===== config.mk =====
export PLATFORM = sky130hd
export DESIGN_NAME = hd_rr_arbiter_flat
export DESIGN_NICKNAME = d
export VERILOG_FILES = /design/src/rtl/hd_rr_arbiter_if.sv /design/src/rtl/hd_rr_arbiter.sv /design/src/flat_wrapper.sv
export SDC_FILE = /design/constraint.sdc
export NUM_CORES = 1
export LEC_CHECK = 0
export CAP_MARGIN = 20
export CORE_MARGIN = 5
export CORE_UTILIZATION = 38
export CTS_CLUSTER_SIZE = 14
export DETAILED_ROUTE_END_ITERATION = 8
export GPL_ROUTABILITY_DRIVEN = 0
export PLACE_DENSITY_LB_ADDON = 0.2
export SYNTH_ARGS = -nofsm -noshare
export SYNTH_HDL_FRONTEND = slang
export SYNTH_SLANG_ARGS = --single-unit
export TNS_END_PERCENT = 100

===== constraint.sdc =====
create_clock -name clk -period 3.7 [get_ports clk]
set_clock_uncertainty 0.15 [all_clocks]
set_input_delay 0.74 -clock clk [delete_from_list [all_inputs] [get_ports clk]]
set_output_delay 0.74 -clock clk [all_outputs]
set_load 0.05 [all_outputs]

===== src/rtl/hd_rr_arbiter_if.sv =====
// Bundle of the upstream request channels and the downstream handshake.
// The arbiter takes the slave view. The requesters/sink take the master view.
interface hd_rr_arbiter_if #(
    parameter int DATA_WIDTH = 32,
    parameter int N_REQ      = 4,
    parameter int ID_WIDTH   = 2
);
    logic [N_REQ-1:0]            valid;
    logic [N_REQ-1:0]            last;
    logic [N_REQ*DATA_WIDTH-1:0] data_src;
    logic [N_REQ-1:0]            ready_output;
    logic                        valid_output;
    logic [DATA_WIDTH-1:0]       data_dest;
    logic                        last_output;
    logic [ID_WIDTH-1:0]         src_id;
    logic                        ready;

    modport master (
        output valid, last, data_src, ready,
        input  ready_output, valid_output, data_dest, last_output, src_id
    );

    modport slave (
        input  valid, last, data_src, ready,
        output ready_output, valid_output, data_dest, last_output, src_id
    );
endinterface


===== src/rtl/hd_rr_arbiter.sv =====
// Packet-atomic round-robin arbiter feeding one registered valid/ready output stage.
// A winner keeps the channel until it transfers a beat with last=1.
module hd_rr_arbiter #(
    parameter int DATA_WIDTH = 32,
    parameter int N_REQ      = 4,
    parameter int ID_WIDTH   = 2
) (
    input  logic           clk,
    input  logic           rst,
    hd_rr_arbiter_if.slave bus
);
    logic                  valid_q,   valid_d;
    logic [DATA_WIDTH-1:0] data_q,    data_d;
    logic                  last_q,    last_d;
    logic [ID_WIDTH-1:0]   src_q,     src_d;
    logic [ID_WIDTH-1:0]   ptr_q,     ptr_d;
    logic                  locked_q,  locked_d;
    logic [ID_WIDTH-1:0]   lock_id_q, lock_id_d;

    logic                  load;
    logic [N_REQ-1:0]      eligible;
    logic                  found;
    logic [ID_WIDTH-1:0]   win;
    logic [N_REQ-1:0]      grant;
    logic                  accept;

    assign load   = !valid_q || bus.ready;
    assign accept = load && found;

    // Rotating search starting at ptr_q; mid-packet only the lock owner may compete.
    always_comb begin : select_winner
        int idx;
        eligible = bus.valid;
        if (locked_q) begin
            eligible = bus.valid & (N_REQ'(1) << lock_id_q);
        end
        found = 1'b0;
        win   = '0;
        idx   = 0;
        for (int k = 0; k < N_REQ; k++) begin
            idx = int'(ptr_q) + k;
            if (idx >= N_REQ) begin
                idx = idx - N_REQ;
            end
            if (!found && eligible[idx]) begin
                found = 1'b1;
                win   = ID_WIDTH'(idx);
            end
        end
    end

    always_comb begin : grant_decode
        grant = '0;
        if (accept) begin
            grant[win] = 1'b1;
        end
    end

    // NOTE: the grant is masked by rst so no requester sees ready while the stage is held in reset.
    assign bus.ready_output = grant & {N_REQ{rst}};

    always_comb begin : next_state
        valid_d   = valid_q;
        data_d    = data_q;
        last_d    = last_q;
        src_d     = src_q;
        ptr_d     = ptr_q;
        locked_d  = locked_q;
        lock_id_d = lock_id_q;
        if (accept) begin
            valid_d = 1'b1;
            data_d  = bus.data_src[win*DATA_WIDTH +: DATA_WIDTH];
            last_d  = bus.last[win];
            src_d   = win;
            if (bus.last[win]) begin
                locked_d = 1'b0;
                ptr_d    = (win == ID_WIDTH'(N_REQ - 1)) ? '0 : win + ID_WIDTH'(1);
            end else begin
                locked_d  = 1'b1;
                lock_id_d = win;
            end
        end else if (valid_q && bus.ready) begin
            valid_d = 1'b0;
        end
    end

    // NOTE: state updates use non-blocking assignments so every flop samples pre-edge values.
    always_ff @(posedge clk or negedge rst) begin
        if (!rst) begin
            valid_q   <= 1'b0;
            data_q    <= '0;
            last_q    <= 1'b0;
            src_q     <= '0;
            ptr_q     <= '0;
            locked_q  <= 1'b0;
            lock_id_q <= '0;
        end else begin
            valid_q   <= valid_d;
            data_q    <= data_d;
            last_q    <= last_d;
            src_q     <= src_d;
            ptr_q     <= ptr_d;
            locked_q  <= locked_d;
            lock_id_q <= lock_id_d;
        end
    end

    assign bus.valid_output = valid_q;
    assign bus.data_dest    = data_q;
    assign bus.last_output  = last_q;
    assign bus.src_id       = src_q;
endmodule


===== src/flat_wrapper.sv =====
// flat-port wrapper written by rule: the top's interface ports become plain ports
module hd_rr_arbiter_flat 
#(
    parameter int DATA_WIDTH = 32,
    parameter int N_REQ      = 4,
    parameter int ID_WIDTH   = 2
)
  (clk, rst, bus_valid, bus_last, bus_data_src, bus_ready, bus_ready_output, bus_valid_output, bus_data_dest, bus_last_output, bus_src_id);
  hd_rr_arbiter_if #(.DATA_WIDTH(DATA_WIDTH), .N_REQ(N_REQ), .ID_WIDTH(ID_WIDTH)) bus_i ();
  input  logic clk;
  input  logic rst;
  input wire logic [$bits(bus_i.valid)-1:0] bus_valid;
  input wire logic [$bits(bus_i.last)-1:0] bus_last;
  input wire logic [$bits(bus_i.data_src)-1:0] bus_data_src;
  input wire logic [$bits(bus_i.ready)-1:0] bus_ready;
  output wire logic [$bits(bus_i.ready_output)-1:0] bus_ready_output;
  output wire logic [$bits(bus_i.valid_output)-1:0] bus_valid_output;
  output wire logic [$bits(bus_i.data_dest)-1:0] bus_data_dest;
  output wire logic [$bits(bus_i.last_output)-1:0] bus_last_output;
  output wire logic [$bits(bus_i.src_id)-1:0] bus_src_id;
  assign bus_i.valid = bus_valid;
  assign bus_i.last = bus_last;
  assign bus_i.data_src = bus_data_src;
  assign bus_i.ready = bus_ready;
  assign bus_ready_output = bus_i.ready_output;
  assign bus_valid_output = bus_i.valid_output;
  assign bus_data_dest = bus_i.data_dest;
  assign bus_last_output = bus_i.last_output;
  assign bus_src_id = bus_i.src_id;
  hd_rr_arbiter #(.DATA_WIDTH(DATA_WIDTH), .N_REQ(N_REQ), .ID_WIDTH(ID_WIDTH)) u_core (.clk(clk), .rst(rst), .bus(bus_i));
endmodule

==> results of run 1 <==
[cells in the final DEF, fill, tap and decap left out, drive strengths merged, types with 2 or more instances in the layout]
| cell type | count |
|---|---|
| a211oi | 3 |
| a21boi | 2 |
| a21oi | 9 |
| and3 | 5 |
| buf | 25 |
| clkbuf | 7 |
| clkdlybuf4s50 | 169 |
| dfrtp | 41 |
| dlygate4sd2 | 4 |
| ha | 4 |
| inv | 4 |
| mux2 | 24 |
| mux2i | 70 |
| nand2 | 43 |
| nand2b | 5 |
| nand3 | 3 |
| nand4 | 2 |
| nand4b | 2 |
| nand4bb | 2 |
| nor2 | 6 |
| nor2b | 3 |
| o21ai | 29 |
| o21bai | 2 |
| o221ai | 10 |
| o22ai | 2 |
[routing by layer]
layer  part of all wire  vias to the layer above  track usage
met5                  0                        -            0
met4              0.017                        0      0.04937
met3              0.073                       11      0.04769
met2               0.54                       98       0.3409
met1               0.37                     1350       0.2028
li1                   -                     1480            -
[final timing paths]
| kind | slack [ps] | from | to |
|---|---|---|---|
| worst min register to register | 330 | u_core.bus.data_dest[12] | u_core.bus.data_dest[12] |
| min in group clk | 330 | u_core.bus.data_dest[12] | u_core.bus.data_dest[12] |
| worst max-delay path | 150 | bus_valid[3] | bus_ready_output[1] |
| worst min-delay path | 190 | rst | u_core.bus.data_dest[15] |
| max in group asynchronous | 2520 | rst | u_core.bus.data_dest[16] |
| worst max register to register | 700 | u_core.ptr_q[0] | u_core.bus.data_dest[29] |
[power by group]
group	switching, W	internal, W	total, W
Clock	0.000145	0.000169	0.000314
Combinational	0.00200	0.00161	0.00361
Sequential	0.000194	0.000682	0.000876
[sequential cells by signal (all words and copies together), names as in the netlist]
register,cells
u_core.bus.data_dest,32
u_core.bus.src_id,2
u_core.lock_id_q,2
u_core.ptr_q,2
u_core.bus.last_output,1
u_core.bus.valid_output,1
u_core.locked_q,1
[layout make-up]
type / count / area share
multi-input combinational: 239 / 0.3659
timing repair buffer: 198 / 0.3838
tap: 102 / 0.02513
inverter: 4 / 0.002956
clock buffer: 7 / 0.01897
sequential: 41 / 0.2023
clock inverter: 1 / 0.0009855
[logic make-up after synthesis]
logic type	Yosys count	synth area share
mux	94	0.3213
buf+inv	28	0.05507
fa+ha+maj	4	0.01656
simple gates	76	0.1242
compound gates	65	0.1433
flops	41	0.3395
[stage by stage]
step | hold slack, ps | area [um^2] | util | setup TNS [ps] | total power, W
after floorplan | 294.4 | 3022 | - | 0 | 0.003471
after global placement | 310.3 | 4964 | 0.6423 | -516.5 | 0.004444
after detailed placement | 319.9 | 4964 | 0.6423 | -739.1 | 0.004503
after CTS | 191.2 | 5077 | 0.6571 | 0 | 0.004861
after global routing | 200.8 | 5079 | 0.6572 | 0 | 0.005153
final | 194.7 | 5079 | 0.6572 | 0 | 0.004797
[what timing repair did]
item | 4_1_cts | 5_1_grt
gates resized for setup | 7 | 1
setup buffers | 1 | 0
pin swaps | 1 | 0
cloned | 0 | 0
setup endpoints to repair | 4 | 4
==> metrics.txt, run 1 <==
RSZ-0062 raised after global routing=no; WP buf/inv=3; critical path data arrival time=2660 ps; CTS tree=done; PortBufs=178; final max-slew violation count=0; core area=7727 um^2; #FFs+latches synth=41; Clk Latency, worst-skew pair=280 ps; non-filler cells, final=592; die width=99.17 um; Max Clk Rate=0.2813 GHz; Leakage=2.126 nW; number of global-route vias before repair=3098; area share of the largest cell type after synthesis=0.3395; CTS Sinks=41; Remaining Overflow, GRT=0; Num CTS Buffers=5; synth unique cells=43; filler cell count=652; hpwl dp=7522 um; commonest cells in the netlist=mux2i_1, nand2_1, dfrtp_1; Clock Root Buffer=clkbuf_8; initial antenna violation count=0; Die Height=99.17 um; top_reg_cell synth=dfrtp_1; run status=complete, no violations; nets=632; Worst-Margin Slew=583.5 ps; clk slew on worst S/H paths=70 ps; asr flop ratio synth=1.000; Reg area=1027 um^2; Detail Route Antenna Nets=0; multi-input logic area=1858 um^2; Max clock buf depth=2; Final Hold Viols=0; DR iter-0 viols=84; nature of the critical path endpoint=output port; layout cells sized above 1=0.1327; post-synthesis sequential area ratio=0.3395; Required @ worst endpoint=2810 ps; Synth Instances=308; synthesized area per cell=9.811 um^2; post-synth net total=451; row count=32; wire per inst=15.63 um; EDFF count, synth=0; dpl cells=583; Worst path depth=10; Post-Syn Area=3022 um^2; pin count of the biggest net entering global routing=61; CP Cell Sequence=dlygate4sd2_1 -> mux2i_1 -> o211ai_2 -> nor2_1 -> mux2_2 -> a211oi_4 -> buf_4 -> ha_1 -> and3_4 -> buf_12; Via density=4.965; full die area=9835 um^2; setup ws final=145.2 ps; Hold Buf Count CTS=0; top post-synthesis cells by area=dfrtp_1, mux2i_1, mux2_2; max-cap violations=0; CP Launch Type=primary input; Max transition margin=0.6110; CTS HTree Levels=2; DR pass1 iterations=4; top-count cell post-synth=mux2i_1; final wirelength=9253 um; yosys warns=0; first-pass GRT wire length=14750 um; CP peak stage delay=330 ps; PwrDens=944.6 nW/um^2; Antenna diodes=0; maximum fanout along the worst path=7; setup violators final=0; Ports=179; Tmin final=3555 ps; Reg2Reg Depth=9; VDD IR max=0.4417 mV; slowest CP cell=a211oi_4; global-route total usage across every layer=0.1823; critical path class=in2out; setup slack at placement=-189.7 ps; final worst path period share=0.9608; Syn-to-layout area delta=68.07%; via count=2939; Initial Util=0.3910; Residual DRC=0; Hold/Removal Path Class=in2async; Synth area leader=dfrtp_1; CP top delay family=buffers and inverters
Power figures use the tool's default switching activity.
==> run 2, diff against run 1 <==
--- a/config.mk
+++ b/config.mk
@@ -7,10 +7,12 @@
 export LEC_CHECK = 0
 export CAP_MARGIN = 20
 export CORE_MARGIN = 5
-export CORE_UTILIZATION = 38
+export CORE_UTILIZATION = 39
+export CTS_BUF_LIST = sky130_fd_sc_hd__clkbuf_8
 export CTS_CLUSTER_SIZE = 14
 export DETAILED_ROUTE_END_ITERATION = 8
 export GPL_ROUTABILITY_DRIVEN = 0
+export GPL_TIMING_DRIVEN = 0
 export PLACE_DENSITY_LB_ADDON = 0.2
 export SYNTH_ARGS = -nofsm -noshare
 export SYNTH_HDL_FRONTEND = slang
==> metrics.txt, run 2 (same netlist as run 1, synthesis figures left out) <==
commonest non-fill, non-tap cells in the layout=clkdlybuf4s50_1, mux2i_1, nand2_1; CP Launch Type=primary input; critical path class=in2out; nature of the critical path endpoint=output port; DR iter-0 viols=90; layout cells sized above 1=0.1303; Critical path origin=bus_valid[1]; number of global-route vias before repair=3255; Hold Buf Count CTS=0; Worst path depth=11; Tmin final=3508 ps; DR pass1 iterations=4; Leakage=2.135 nW; FF-to-FF End=u_core.bus.data_dest[28]; Cell Area, Placed=4936 um^2; Max clock buf depth=2; setup violators final=0; most common cell after layout, fill and taps aside=clkdlybuf4s50_1; PwrDens=976.5 nW/um^2; setup ws final=192.1 ps; final worst path period share=0.9481; max-cap violations=0; Remaining Overflow, GRT=0; via count=3084; full die area=9608 um^2; die width=98.02 um; Reg2Reg Depth=10; Hold/Removal Path Class=in2async; Final Hold Viols=0; Syn-to-layout area delta=66.92%; nets=641; CTS HTree Levels=2; Die Height=98.02 um; RSZ-0062 raised after global routing=no; flop2flop setup slack=940 ps; slowest CP cell=mux2_2; PortBufs=177; Antenna diodes=0; clk slew on worst S/H paths=90 ps; Clk Latency, worst-skew pair=300 ps; Max transition margin=0.6006; hpwl dp=8148 um; Num CTS Buffers=5; Max Clk Rate=0.2851 GHz; global-route total usage across every layer=0.2066; row count=32; Layout Utilization=0.6595; Setup crit end=bus_ready_output[0]; final max-slew violation count=0; run status=complete, no violations; critical path data arrival time=2620 ps; Detail Route Antenna Nets=0; worst r2r src=u_core.lock_id_q[1]; Initial Util=0.3951; max reg flops=32; maximum fanout along the worst path=9; core area=7647 um^2; final wirelength=10190 um; CP top delay family=buffers and inverters; CP peak stage delay=290 ps; design area=5044 um^2; VDD IR max=0.4203 mV; Required @ worst endpoint=2810 ps; TNS Setup=0 ps; CTS Sinks=41; WP buf/inv=4; pin count of the biggest net entering global routing=31; wire per inst=16.96 um; Via density=5.131; Ports=179; CTS tree=done; Clock Root Buffer=clkbuf_8; Worst-Margin Slew=595.1 ps; CP Cell Sequence=clkbuf_2 -> mux2i_1 -> o221a_1 -> nor2_1 -> mux2_2 -> a211oi_4 -> buf_6 -> inv_1 -> ha_1 -> and3_1 -> buf_4; initial antenna violation count=0; setup slack at placement=-1193 ps; Residual DRC=0; first-pass GRT wire length=16110 um
-- run 2: power breakdown --
group / internal, W / total [W] / switching [W]
Sequential: 0.000682 / 0.000807 / 0.000125
Clock: 0.000128 / 0.000296 / 0.000168
Combinational: 0.00166 / 0.00382 / 0.00216
-- run 2: worst reg2reg max path: stages (launching register included) --
cell	delay, ps
dfrtp_1	350
buf_2	220
nand2b_1	150
o221a_1	200
nor2_1	50
mux2_2	290
a211oi_4	280
buf_4	180
buf_2	300
mux2_2	380
o21ai_0	140
-- run 2: per-layer routing --
metal | vias to the layer above | share of wire | GRT usage | wire [um]
li1 | 1505 | - | - | -
met5 | - | 0 | 0 | 0
met3 | 19 | 0.066 | 0.05214 | 670
met1 | 1463 | 0.39 | 0.2404 | 3929
met2 | 97 | 0.52 | 0.3707 | 5344
met4 | 0 | 0.024 | 0.06496 | 246
-- run 2: layout make-up --
| type | count | area [um^2] |
|---|---|---|
| tap | 102 | 127.6 |
| sequential | 41 | 1026 |
| clock buffer | 5 | 68.82 |
| inverter | 4 | 15.01 |
| timing repair buffer | 185 | 1809 |
| clock inverter | 3 | 13.76 |
| buffer | 22 | 146.4 |
| multi-input combinational | 239 | 1837 |
| fill | 648 | 2604 |
-- run 2: how the worst min path moves through the flow --
stage / start / to / slack [ps] / depth (start not counted)
2_1_floorplan: rst / u_core.bus.data_dest[0] / 290 / 0
3_3_place_gp: u_core.bus.data_dest[17] / u_core.bus.data_dest[17] / 310 / 2
3_5_place_dp: u_core.bus.src_id[1] / u_core.bus.src_id[1] / 320 / 2
4_1_cts: rst / u_core.bus.data_dest[26] / 220 / 1
5_1_grt: rst / u_core.bus.data_dest[12] / 240 / 1
6_report: rst / u_core.bus.data_dest[21] / 210 / 1
-- run 2: per-stage QoR --
stage / total power (W) / hold slack (ps) / instances
after CTS: 0.004897 / 219.4 / 599
final: 0.004925 / 206.6 / 601
after global routing: 0.005238 / 238.6 / 601
after global placement: 0.004481 / 312.5 / 587
after detailed placement: 0.004547 / 317.7 / 588
after floorplan: 0.003471 / 294.4 / 308
-- run 2: timing repair --
| item | 4_1_cts | 5_1_grt |
|---|---|---|
| gates resized for setup | 29 | 11 |
| buffers inserted | 5 | 2 |
| endpoints found under the setup margin | 4 | 4 |
| pin swaps | 1 | 2 |
==> run 3, diff against run 2 <==
--- a/config.mk
+++ b/config.mk
@@ -14,6 +14,7 @@
 export GPL_ROUTABILITY_DRIVEN = 0
 export GPL_TIMING_DRIVEN = 0
 export PLACE_DENSITY_LB_ADDON = 0.2
+export SLEW_MARGIN = 25
 export SYNTH_ARGS = -nofsm -noshare
 export SYNTH_HDL_FRONTEND = slang
 export SYNTH_SLANG_ARGS = --single-unit
==> results of run 3 <==
Final layout, timing and power as in run 2 (identical DEF).
